File: config.mk
export PLATFORM = sky130hd
export DESIGN_NAME = multiply_shift_add_flat
export DESIGN_NICKNAME = d
export VERILOG_FILES = /design/src/rtl/multiply_shift_add_if.sv /design/src/rtl/multiply_shift_add.sv /design/src/flat_wrapper.sv
export SDC_FILE = /design/constraint.sdc
export NUM_CORES = 1
export LEC_CHECK = 0
export BUFFER_PORTS_ARGS = -buffer_cell sky130_fd_sc_hd__buf_2
export CAP_MARGIN = 25
export CORE_UTILIZATION = 58
export DETAILED_ROUTE_END_ITERATION = 6
export PLACE_DENSITY_LB_ADDON = 0.1
export SYNTH_ARGS = -nofsm -noshare
export SYNTH_HDL_FRONTEND = slang
export SYNTH_SLANG_ARGS = --single-unit
File: constraint.sdc
create_clock -name clk -period 3.25 [get_ports clk]
set_input_delay 0.1625 -clock clk [delete_from_list [all_inputs] [get_ports clk]]
set_output_delay 0.1625 -clock clk [all_outputs]
set_load 0.02 [all_outputs]
File: src/rtl/multiply_shift_add_if.sv
// Operand/result bundle between the complement stage, the multiplier and the
// result/display stage.
interface multiply_shift_add_if;
  logic [3:0] first_nr;
  logic [3:0] second_nr;
  logic       complement1_finish;
  logic [7:0] product;
  logic       mult_finish;
  logic       busy;

  modport master (
    output first_nr,
    output second_nr,
    output complement1_finish,
    input  product,
    input  mult_finish,
    input  busy
  );

  modport slave (
    input  first_nr,
    input  second_nr,
    input  complement1_finish,
    output product,
    output mult_finish,
    output busy
  );
endinterface

File: src/rtl/multiply_shift_add.sv
// Sequential signed 4x4 shift-and-add multiplier. Starts on the rising edge of
// complement1_finish, produces an 8-bit signed product four cycles later.
module multiply_shift_add (
  input  logic                       clk,
  input  logic                       rst,
  multiply_shift_add_if.slave        bus
);

  typedef enum logic [1:0] {
    IDLE = 2'd0,
    CALC = 2'd1,
    DONE = 2'd2
  } state_t;

  state_t     state;
  state_t     state_nxt;
  logic       fin_d;
  logic [7:0] m;
  logic [7:0] m_nxt;
  logic [3:0] b;
  logic [3:0] b_nxt;
  logic [7:0] acc;
  logic [7:0] acc_nxt;
  logic [1:0] step;
  logic [1:0] step_nxt;
  logic [7:0] product;
  logic [7:0] product_nxt;
  logic       mult_finish;
  logic       mult_finish_nxt;
  logic       busy;
  logic       busy_nxt;
  logic       start;
  logic [7:0] acc_step;

  // One partial-product step; the multiplier sign bit (step 3) carries weight -8.
  function automatic logic [7:0] partial_sum(
    input logic [7:0] acc_in,
    input logic [7:0] mcand,
    input logic [3:0] mplier,
    input logic [1:0] idx
  );
    logic [7:0] addend;
    addend = mcand << idx;
    if (!mplier[idx]) begin
      partial_sum = acc_in;
    end else if (idx == 2'd3) begin
      partial_sum = acc_in - addend;
    end else begin
      partial_sum = acc_in + addend;
    end
  endfunction

  assign start    = bus.complement1_finish & ~fin_d;
  assign acc_step = partial_sum(acc, m, b, step);

  // Next-state and datapath update; only IDLE/DONE accept a start edge.
  always_comb begin
    state_nxt       = state;
    m_nxt           = m;
    b_nxt           = b;
    acc_nxt         = acc;
    step_nxt        = step;
    product_nxt     = product;
    mult_finish_nxt = mult_finish;
    busy_nxt        = busy;
    case (state)
      IDLE, DONE: begin
        if (start) begin
          state_nxt       = CALC;
          m_nxt           = {{4{bus.first_nr[3]}}, bus.first_nr};
          b_nxt           = bus.second_nr;
          acc_nxt         = 8'h00;
          step_nxt        = 2'd0;
          mult_finish_nxt = 1'b0;
          busy_nxt        = 1'b1;
        end else begin
          state_nxt = state;
        end
      end
      CALC: begin
        acc_nxt = acc_step;
        if (step == 2'd3) begin
          state_nxt       = DONE;
          product_nxt     = acc_step;
          mult_finish_nxt = 1'b1;
          busy_nxt        = 1'b0;
        end else begin
          step_nxt = step + 2'd1;
        end
      end
      default: begin
        state_nxt       = IDLE;
        mult_finish_nxt = 1'b0;
        busy_nxt        = 1'b0;
      end
    endcase
  end

  // State, operand and result registers; reset discards any partial result.
  always_ff @(posedge clk or negedge rst) begin
    if (!rst) begin
      state       <= IDLE;
      fin_d       <= 1'b0;
      m           <= 8'h00;
      b           <= 4'h0;
      acc         <= 8'h00;
      step        <= 2'd0;
      product     <= 8'h00;
      mult_finish <= 1'b0;
      busy        <= 1'b0;
    end else begin
      state       <= state_nxt;
      fin_d       <= bus.complement1_finish;
      m           <= m_nxt;
      b           <= b_nxt;
      acc         <= acc_nxt;
      step        <= step_nxt;
      product     <= product_nxt;
      mult_finish <= mult_finish_nxt;
      busy        <= busy_nxt;
    end
  end

  assign bus.product     = product;
  assign bus.mult_finish = mult_finish;
  assign bus.busy        = busy;

endmodule

File: src/flat_wrapper.sv
// flat-port wrapper written by rule: the top's interface ports become plain ports
module multiply_shift_add_flat 
  (clk, rst, bus_first_nr, bus_second_nr, bus_complement1_finish, bus_product, bus_mult_finish, bus_busy);
  multiply_shift_add_if bus_i ();
  input  logic clk;
  input  logic rst;
  input wire logic [$bits(bus_i.first_nr)-1:0] bus_first_nr;
  input wire logic [$bits(bus_i.second_nr)-1:0] bus_second_nr;
  input wire logic [$bits(bus_i.complement1_finish)-1:0] bus_complement1_finish;
  output wire logic [$bits(bus_i.product)-1:0] bus_product;
  output wire logic [$bits(bus_i.mult_finish)-1:0] bus_mult_finish;
  output wire logic [$bits(bus_i.busy)-1:0] bus_busy;
  assign bus_i.first_nr = bus_first_nr;
  assign bus_i.second_nr = bus_second_nr;
  assign bus_i.complement1_finish = bus_complement1_finish;
  assign bus_product = bus_i.product;
  assign bus_mult_finish = bus_i.mult_finish;
  assign bus_busy = bus_i.busy;
  multiply_shift_add u_core (.clk(clk), .rst(rst), .bus(bus_i));
endmodule
# == After elaboration in Yosys (flattened, before gate mapping) ==
# Index checks and enable logic that the tools add are counted.
# totals
ff_bits,31
inputBits,11
# op_classes
n_addsub,3
order_cmp,1
n_eq_ne,6
shifts,1
mux,18
n_bitwise,2
reduce_logical,8
# ops
op,count
8-bit 2-to-1 mux,3
8-bit one-hot mux with 2 select lines,1
8-bit adder,1
2-bit 2-to-1 mux,4
2-bit one-hot mux with 2 select lines,2
2-bit AND reduction,4
8-bit by 2-bit left shift with 8-bit output,1
8-bit subtractor,1
1-bit 2-to-1 mux,5
2-bit == test (second input constant),2
2-bit by 1-bit inequality test with 1-bit output (second input constant),2
1-bit one-hot mux with 2 select lines,2
2-bit by 3-bit < comparator with 1-bit output (second input constant),1
3-bit AND reduction,1
2-bit by 1-bit adder with 2-bit output (second input constant),1
1-bit binary-select mux with 2-bit select,1
2-bit by 1-bit == test with 1-bit output (second input constant),1
2-bit zero test,1
2-bit inequality test (second input constant),1
2-bit nonzero test,1
2-bit OR reduction,1
1-bit AND,1
1-bit inverter,1

# == Depth between registers and ports, before layout ==
# Gate-level depths: netlist of run 1.
# depth
word_depth,5
mapped_depth,14

# == Least setup slack after synthesis of run 1 ==
# Ideal clock, no wire load.
# synth_path
path_kind,reg2reg
start,register u_core.step[0]
end,register u_core.acc[7]
arrival_ps,2907
required_time_ps,3170
slack_ps,262
path_stages_with_launch,13
path_buffers,1
path_cell_list,dfrtp_1 > buf_6 > mux4_1 > nor2_1 > a21oi_1 > xor2_1 > ha_1 > o21ai_0 > a21oi_1 > a21oi_1 > xor2_1 > or4_1 > o211ai_2
# synth_via
elab_chain_cells,5
word_cells_on_any_way,9
cone_classes,add/sub: 2; eq/ne: 1; shift: 1; mux: 5
# synth_lines
element,line_no,rtl
from (decl),multiply_shift_add.sv:24,logic [1:0] step;
from (signal assigned),multiply_shift_add.sv:117,step <= step_nxt;
8-bit by 2-bit left shift with 8-bit output,multiply_shift_add.sv:43,addend = mcand << idx;
8-bit adder / 8-bit subtractor (equally long branches),"multiply_shift_add.sv:49, multiply_shift_add.sv:47",
8-bit 2-to-1 mux,multiply_shift_add.sv:46,end else if (idx == 2'd3) begin
8-bit 2-to-1 mux (*),multiply_shift_add.sv:44,if (!mplier[idx]) begin
8-bit one-hot mux with 2 select lines (*),multiply_shift_add.sv:66,case (state)
to (signal assigned),multiply_shift_add.sv:116,acc <= acc_nxt;
to (decl),multiply_shift_add.sv:22,logic [7:0] acc;
# Every way passes the cells marked *; elsewhere a longest branch is shown, timed or not. The select of a mux whose other input is x is not followed.
# A chain may end at the register's enable or synchronous reset.

# == Worst setup path in the final report of run 1 ==
# Ends and elaborated chain as after synthesis.

==> reports/metrics.cfg, run 1 <==
[run_status]
status=complete, but fails checks
violations=design-rule violations

[critical_path]
cp.required_ns=3.52
rr_startpoint=u_core.step[0]$_DFFE_PN0P_
path_max_fanout=11
start_kind=register
end_kind=register
crit_type=reg2reg
timing.rr.end=u_core.acc[7]$_DFFE_PN0P_
rrSetupSlack_ns=0.23
cp.arrival_ns=3.28
rr_worst_depth=14

[clock_network]
clkTransAtPathRegs_ns=0.10
clockRootBuffer=clkbuf_4
numCtsBuffers=5
clk_path_buf_depth=2
htree_num_levels=2
cts_tree=done
cts_num_sinks=30
clkLatencyLatePin_ns=0.34

[floorplan]
start_util_pct=63.8
core_um2=2850
dieArea_um2=3360
num_rows=19
fp.dieH_um=58.0
ios=21
die_w_um=58.0

[timing]
setup_viol=0
fmax_ghz=0.332
slew_viol_final=0
tns_ns=0
finalCritPeriodShare_pct=92.8
finalHoldViolations=0
fin_hold_ws_ns=0.0529
min_period_ns=3.02
rsz0062_at_grt=no
worst_slew_pin_slew_ns=0.965
maxSlewHeadroom_pct=35.4
skew_ns=0.0107

[placed_design]
gp_congestion=0.944
place_inst=230
port_buffers=20
dp_hpwl_um=2720

[yosys]
synthCells=186
syn_area_per_cell_um2=9.78
synth_top_area_share_pct=41.3
synth_top_area_cell=dfrtp_1
ys_seq_area_share_pct=41.3
ys_types=42
synth_edf_count=0
async_flop_share_pct=100
synth_area_um2=1820
synth_area_leaders=dfrtp_1 41%, o21ai_0 5.0%, mux2_2 5.0%
yosysWarningCount=0
synth-seq-cells=30
synth-main-ff-cell=dfrtp_1
syn_nets=205

[layout]
multi_input_area_um2=972
nets=227
regArea_um2=751
drive_gt1_share_pct=22.0
final_common_cell=dfrtp_1
diodes=0
final_cells=240
final_cell_mix=30 x dfrtp_1, 20 x nand2_1, 20 x buf_2
fillers=242
synthToLayoutAreaGrowth_pct=9.77

[global_route]
antenna_found_initial=0
grt-ovfl-total=0
first_global_vias=1433
grt_pass1_wl_um=6190
grt_max_degree=31
grt.total_usage_pct=25.2

[route]
dr.pass1.iters=6
via_per_inst=5.90
vias=1415
first_iter_violations=58
ant_nets=0
drc=2
totalWireLength_um=3570
wl_per_cell_um=14.9

[min_path]
whs_path_depth=2
min_path_type=in2reg
hold-path-endpoint=u_core.b[1]$_DFFE_PN0P_
min_from=bus_second_nr[1]

[run]
maxCapViolations=0

## area by class of cell
class,instances,area share (%)
multi-input cells,138,48.7
inverters,8,1.63
flip-flops and latches,30,37.6
repair buffers,25,7.14
well taps,31,1.94
clock inverters,1,0.251
clock buffers,7,2.76
## repair_timing
| action | CTS | global route |
|---|---|---|
| endpoints found under the setup margin | 0 | 2 |
| gates resized for setup | 0 | 1 |
| endpoints found under the hold margin | 31 | 0 |
| hold buffers | 2 | 0 |
| buffers inserted | 0 | 0 |
## through the flow
step	cell area [um2]	util, %	worst slack (ns)
final	2000	70.0	0.234
after global routing	2000	70.0	0.0384
after CTS	2000	70.0	0.206
after detailed placement	1920	67.2	0.218
after global placement	1920	67.2	0.317
after floorplan	1820	-	0.262
## synthesized netlist by cell type (6+ instances only)
| cell | n |
|---|---|
| o21ai_0 | 18 |
| nor2_1 | 13 |
| xor2_1 | 7 |
| mux2i_1 | 6 |
| a21oi_1 | 11 |
| ha_1 | 7 |
| nand2_1 | 20 |
| mux2_2 | 8 |
| dfrtp_1 | 30 |
| inv_1 | 7 |
## worst max-delay path by stage
stage / startpoint / endpoint / slack (ns) / cells after the start
6_report: u_core.step[0]$_DFFE_PN0P_ / u_core.acc[7]$_DFFE_PN0P_ / 0.23 / 14
5_1_grt: u_core.m[1]$_DFFE_PN0P_ / u_core.acc[7]$_DFFE_PN0P_ / 0.04 / 11
4_1_cts: u_core.m[1]$_DFFE_PN0P_ / u_core.acc[7]$_DFFE_PN0P_ / 0.21 / 11
3_5_place_dp: u_core.m[1]$_DFFE_PN0P_ / u_core.acc[7]$_DFFE_PN0P_ / 0.22 / 11
3_3_place_gp: u_core.m[1]$_DFFE_PN0P_ / u_core.acc[7]$_DFFE_PN0P_ / 0.32 / 11
2_1_floorplan: u_core.step[0]$_DFFE_PN0P_ / u_core.acc[7]$_DFFE_PN0P_ / 0.26 / 12
## metal layers
metal / wire length, um / part of all wire [%] / track usage [%]
met3: 161 / 4.5 / 4.91
met1: 1500 / 42 / 29.9
met5: 0 / 0 / 0
met4: 121 / 3.4 / 15.6
met2: 1780 / 50 / 42.0
## registers in the layout (all words and copies together) (netlist names)
signal and cells:
u_core.state 1, u_core.b 4, u_core.m 4, u_core.bus.busy 1, u_core.bus.product 8, u_core.bus.mult_finish 1, u_core.fin_d 1, u_core.acc 8
u_core.step 2
## critical path: stages (launching register included)
cell	delay, ns
dfrtp_1	0.38
buf_4	0.21
ha_1	0.29
nor2b_1	0.11
nor3b_1	0.22
a21oi_1	0.06
nor2_1	0.19
inv_1	0.07
ha_1	0.27
nand2_1	0.05
o21ai_1	0.25
a21oi_1	0.12
xor2_1	0.21
or4_1	0.44
o211ai_2	0.09
## cells by family (layout without fill, tap and decap cells)
| group | Yosys count | in the layout | share of synthesized area, % |
|---|---|---|---|
| mux | 16 | 16 | 10.9 |
| buf+inv | 18 | 41 | 5.30 |
| flops | 30 | 30 | 41.3 |
| fa+ha+maj | 8 | 8 | 5.91 |
| compound gates | 49 | 49 | 16.3 |
| xor+xnor | 11 | 11 | 5.30 |
| simple gates | 54 | 54 | 15.0 |
Power of run 1 is not shown: default switching activity piles up to over one toggle a cycle in this logic, so the estimate is an artifact.
==> run 2, diff against run 1 <==
--- a/config.mk
+++ b/config.mk
@@ -9,7 +9,7 @@
 export CAP_MARGIN = 25
 export CORE_UTILIZATION = 58
 export DETAILED_ROUTE_END_ITERATION = 6
-export PLACE_DENSITY_LB_ADDON = 0.1
+export PLACE_DENSITY_LB_ADDON = 0.2
 export SYNTH_ARGS = -nofsm -noshare
 export SYNTH_HDL_FRONTEND = slang
 export SYNTH_SLANG_ARGS = --single-unit
==> run 2 against run 1 <==
Compared with the run above: utilization decreased by 0.44 points; critical path type unchanged; register-to-register slack improved by 0.03 ns; count of clock-buffer cells in the layout unchanged; non-clock buffer count unchanged; critical path depth decreased by 3; hold slack improved by 0.010 ns; routed wire length decreased by 1.1%; highest routed layer unchanged; sequential share of layout area increased by 0.24 points; the run still ends with design-rule violations left; die area unchanged; via count about the same.
==> reports/metrics.cfg, run 2 (synthesis gave the netlist of run 1 again) <==
[placed_design]
dp_hpwl_um=2680  ; -1.3%
port_buffers=20  ; unchanged
gp_congestion=0.937  ; -0.77%
place_inst=230  ; unchanged

[route]
drc=2  ; unchanged
first_iter_violations=63  ; +8.6%
ant_nets=0  ; unchanged
totalWireLength_um=3530  ; -1.1%
via_per_inst=5.92  ; +0.35%
dr.pass1.iters=6  ; unchanged
wl_per_cell_um=14.7  ; -0.71%
vias=1414  ; -0.071%

[timing]
min_period_ns=2.99  ; -0.0285 ns
rsz0062_at_grt=no
slew_viol_final=0  ; unchanged
tns_ns=0  ; unchanged
finalCritPeriodShare_pct=91.9  ; -0.88 points
worst_slew_pin_slew_ns=0.987  ; +0.0212 ns
setup_viol=0  ; unchanged
skew_ns=0.00797  ; -0.00276 ns
maxSlewHeadroom_pct=34.0  ; -1.4 points
finalHoldViolations=0  ; unchanged
fmax_ghz=0.335  ; +0.96%

[floorplan]
ios=21  ; unchanged
core_um2=2850  ; unchanged
start_util_pct=63.8  ; unchanged
fp.dieH_um=58.0  ; unchanged
dieArea_um2=3360  ; unchanged
num_rows=19  ; unchanged
die_w_um=58.0  ; unchanged

[layout]
nets=227  ; unchanged
diodes=0  ; unchanged
fillers=226  ; -6.6%
largest_registers=u_core.acc: 8 flops, u_core.bus.product: 8 flops
final_cells=239  ; -0.42%
final_cell_mix=30 x dfrtp_1, 20 x nand2_1, 20 x buf_2
drive_gt1_share_pct=21.6  ; -0.37 points
final_common_cell=dfrtp_1
synthToLayoutAreaGrowth_pct=9.08

[clock_network]
htree_num_levels=2  ; unchanged
numCtsBuffers=5  ; unchanged
clkTransAtPathRegs_ns=0.09  ; about the same
clk_path_buf_depth=2  ; unchanged
cts_num_sinks=30  ; unchanged
clkLatencyLatePin_ns=0.33  ; about the same
clockRootBuffer=clkbuf_4
cts_tree=done

[global_route]
grt.total_usage_pct=24.1  ; -1.1 points
grt_max_degree=31  ; unchanged
grt_pass1_wl_um=6030  ; -2.6%
first_global_vias=1349  ; -5.9%
antenna_found_initial=0  ; unchanged
grt-ovfl-total=0  ; unchanged

[critical_path]
end_kind=register
cp.required_ns=3.51  ; about the same
crit_type=reg2reg
cp.arrival_ns=3.24  ; -0.04 ns
path_max_fanout=9  ; -2
start_kind=register
rr_worst_depth=11  ; -3

[run_status]
violations=design-rule violations
status=complete, but fails checks

[run]
maxCapViolations=0  ; unchanged

[min_path]
min_path_type=in2reg
whs_path_depth=2  ; unchanged

## run 2: cell types whose count changed in the layout (fill, tap and decap cells not counted)
cell      previous run  this run
clkbuf_1             1         2
clkbuf_8             1         0
ha_1                 7         6
clkinv_2             1         0
ha_2                 0         1
## run 2: worst max-delay path, cell delays in order (launching register included)
cell	delay, ns
dfrtp_1	0.46
mux4_1	0.57
nor2_1	0.16
a21oi_1	0.10
xor2_1	0.19
ha_1	0.22
or2_2	0.30
a2bb2oi_1	0.13
a21oi_1	0.14
xor2_1	0.12
or4_1	0.43
o211ai_2	0.09
## run 2: final timing paths
check	startpoint	end	slack [ns]
worst max-delay path	u_core.m[2]$_DFFE_PN0P_	u_core.acc[7]$_DFFE_PN0P_	0.26
worst min-delay path	bus_second_nr[2]	u_core.b[2]$_DFFE_PN0P_	0.06
worst max register to register	u_core.m[2]$_DFFE_PN0P_	u_core.acc[7]$_DFFE_PN0P_	0.26
worst min register to register	u_core.bus.product[5]$_DFFE_PN0P_	u_core.bus.product[5]$_DFFE_PN0P_	0.48
max in group asynchronous	rst	u_core.m[1]$_DFFE_PN0P_	2.45
min in group asynchronous	rst	u_core.bus.product[1]$_DFFE_PN0P_	0.38
## run 2: area by class of cell
class | count | area, um2 | area share [%]
repair buffers | 25 | 143 | 7.19
clock buffers | 7 | 45.0 | 2.27
well taps | 31 | 38.8 | 1.95
multi-input cells | 138 | 975 | 49.1
inverters | 8 | 32.5 | 1.64
flip-flops and latches | 30 | 751 | 37.8
## run 2: what timing repair did
item,CTS,global route
buffers inserted,0,0
setup endpoints to repair,0,2
hold endpoints to repair,31,0
hold buffers,2,0
gates resized for setup,0,2
## run 2: metal layers
layer | routed length (um) | track usage (%)
met4 | 38 | 6.12
met1 | 1520 | 29.0
met2 | 1770 | 41.9
met5 | 0 | 0
met3 | 198 | 7.81
## run 2: per-stage QoR
step / hold slack (ns) / utilization, % / setup WS (ns) / cell area (um2)
2_1_floorplan: -0.133 / - / 0.262 / 1820
3_3_place_gp: 0.209 / 67.2 / 0.314 / 1920
3_5_place_dp: 0.221 / 67.2 / 0.229 / 1920
4_1_cts: 0.0562 / 69.5 / 0.196 / 1980
5_1_grt: 0.0442 / 69.6 / 0.00827 / 1980
6_report: 0.0633 / 69.6 / 0.263 / 1980
Power of run 2 is left out for the same reason.
==> run 3, diff against run 2 <==
--- a/config.mk
+++ b/config.mk
@@ -6,9 +6,10 @@
 export NUM_CORES = 1
 export LEC_CHECK = 0
 export BUFFER_PORTS_ARGS = -buffer_cell sky130_fd_sc_hd__buf_2
-export CAP_MARGIN = 25
+export CAP_MARGIN = 20
 export CORE_UTILIZATION = 58
 export DETAILED_ROUTE_END_ITERATION = 6
+export MAX_ROUTING_LAYER = met4
 export PLACE_DENSITY_LB_ADDON = 0.2
 export SYNTH_ARGS = -nofsm -noshare
 export SYNTH_HDL_FRONTEND = slang
==> run 3 against run 2 <==
Compared with the run above: the flow still finishes with violations (design-rule violations); global-route usage rose by 1.3 points; first-iteration DRC count fell by 19%; utilization rose by 0.70 points; worst setup slack got worse by 0.010 ns; cell count rose by 0.84%; flip-flop and latch count did not move; hold slack improved by 0.00085 ns; maximum frequency fell by 0.34%; routed wire length fell by 1.6%; register-to-register slack barely moved; clock skew rose by 0.0025 ns; sequential share of layout area fell by 0.38 points.
==> reports/metrics.cfg, run 3 (synthesis gave the netlist of run 1 again) <==
[placed_design]
dp_hpwl_um=2680  ; about the same
gp_congestion=0.927  ; -1.0%
port_buffers=20  ; unchanged

[timing]
maxSlewHeadroom_pct=31.4  ; -2.6 points
rsz0062_at_grt=no
fmax_ghz=0.334  ; -0.34%
min_period_ns=3.00  ; +0.0101 ns
setup_viol=0  ; unchanged
tns_ns=0  ; unchanged
skew_ns=0.0105  ; +0.00249 ns
finalHoldViolations=0  ; unchanged
worst_slew_pin_slew_ns=1.03  ; +0.0388 ns
slew_viol_final=0  ; unchanged
finalCritPeriodShare_pct=92.2  ; +0.31 points

[critical_path]
cp.arrival_ns=3.25  ; about the same
crit_path_top_delay_cell=mux4_1
timing.rr.end=u_core.acc[7]$_DFFE_PN0P_
path_cells=mux4_1 > nor2_1 > a21oi_1 > xor2_1 > ha_1 > or2_2 > a2bb2oi_1 > a21oi_1 > xor2_1 > or4_1 > o211ai_2
crit_type=reg2reg
critPathBufInv=0  ; unchanged
end_kind=register
startpoint=u_core.m[2]$_DFFE_PN0P_
rr_startpoint=u_core.m[2]$_DFFE_PN0P_
rr_worst_depth=11  ; unchanged
critPathTopFamily=simple AND/OR/NAND/NOR gates
cp.required_ns=3.51  ; about the same
start_kind=register
path_max_fanout=9  ; unchanged
rrSetupSlack_ns=0.25  ; about the same
max_stage_delay_ns=0.58  ; about the same

[clock_network]
cts_setup_buffers=0  ; unchanged
clkTransAtPathRegs_ns=0.09  ; about the same
htree_num_levels=2  ; unchanged
clkLatencyLatePin_ns=0.33  ; about the same
clk_path_buf_depth=2  ; unchanged
cts_num_sinks=30  ; unchanged
clockRootBuffer=clkbuf_4
numCtsBuffers=5  ; unchanged
cts_tree=done

[floorplan]
start_util_pct=63.8  ; unchanged
dieArea_um2=3360  ; unchanged
die_w_um=58.0  ; unchanged
core_um2=2850  ; unchanged
ios=21  ; unchanged
num_rows=19  ; unchanged
fp.dieH_um=58.0  ; unchanged

[layout]
diodes=0  ; unchanged
final_cell_mix=30 x dfrtp_1, 20 x nand2_1, 20 x buf_2
drive_gt1_share_pct=22.4  ; +0.75 points
synthToLayoutAreaGrowth_pct=10.2
utilization_pct=70.3  ; +0.70 points
largest_registers=u_core.acc: 8 flops, u_core.bus.product: 8 flops
final_common_cell=dfrtp_1
fillers=230  ; +1.8%
nets=228  ; +0.44%

[route]
ant_nets=0  ; unchanged
dr.pass1.iters=6  ; unchanged
wl_per_cell_um=14.4  ; -2.4%
via_per_inst=5.98  ; +1.1%
totalWireLength_um=3470  ; -1.6%
drc=2  ; unchanged
first_iter_violations=51  ; -19%
vias=1441  ; +1.9%

[min_path]
min_from=bus_second_nr[1]
hold-path-endpoint=u_core.b[1]$_DFFE_PN0P_
whs_path_depth=2  ; unchanged
min_path_type=in2reg

[global_route]
grt_pass1_wl_um=6140  ; +1.8%
grt.total_usage_pct=25.4  ; +1.3 points
grt-ovfl-total=0  ; unchanged
grt_max_degree=31  ; unchanged
antenna_found_initial=0  ; unchanged
first_global_vias=1392  ; +3.2%

[run_status]
violations=design-rule violations
status=complete, but fails checks

[run]
maxCapViolations=0  ; unchanged

## run 3: layout make-up
type / instances / area (um2) / area share (%)
clock buffers: 7 / 55.1 / 2.75
clock inverters: 1 / 5.00 / 0.250
inverters: 8 / 32.5 / 1.62
multi-input cells: 138 / 972 / 48.5
flip-flops and latches: 30 / 751 / 37.5
well taps: 31 / 38.8 / 1.94
repair buffers: 26 / 150 / 7.49
## run 3: what timing repair did
item / 4_1_cts / 5_1_grt
hold buffers: 2 / 0
hold endpoints to repair: 31 / 0
resized for setup: 0 / 1
setup endpoints to repair: 0 / 2
## run 3: how the worst max path moves through the flow
stage                                      endpoint  slack, ns  depth (start not counted)
after global routing      u_core.acc[7]$_DFFE_PN0P_       0.01                         14
after detailed placement  u_core.acc[7]$_DFFE_PN0P_       0.23                         11
after global placement    u_core.acc[7]$_DFFE_PN0P_       0.32                         11
after CTS                 u_core.acc[7]$_DFFE_PN0P_       0.20                         11
after floorplan           u_core.acc[7]$_DFFE_PN0P_       0.26                         12
final                     u_core.acc[7]$_DFFE_PN0P_       0.25                         11
## run 3: metal layers
layer / GRT usage [%] / wire (um) / vias to the layer above
li1: - / - / 705
met1: 28.7 / 1480 / 678
met2: 41.5 / 1740 / 45
met3: 7.59 / 160 / 13
met4: 11.2 / 83 / 0
met5: - / 0 / -
## run 3: stage by stage
| stage | area [um2] | worst slack, ns | cells | hold slack [ns] |
|---|---|---|---|---|
| floorplan | 1820 | 0.262 | 186 | -0.133 |
| global placement | 1920 | 0.322 | 231 | 0.207 |
| detailed placement | 1920 | 0.228 | 231 | 0.218 |
| CTS | 2000 | 0.203 | 241 | 0.0561 |
| global route | 2000 | 0.0120 | 241 | 0.0434 |
| finish | 2000 | 0.253 | 241 | 0.0641 |
Power of run 3 is left out for the same reason.
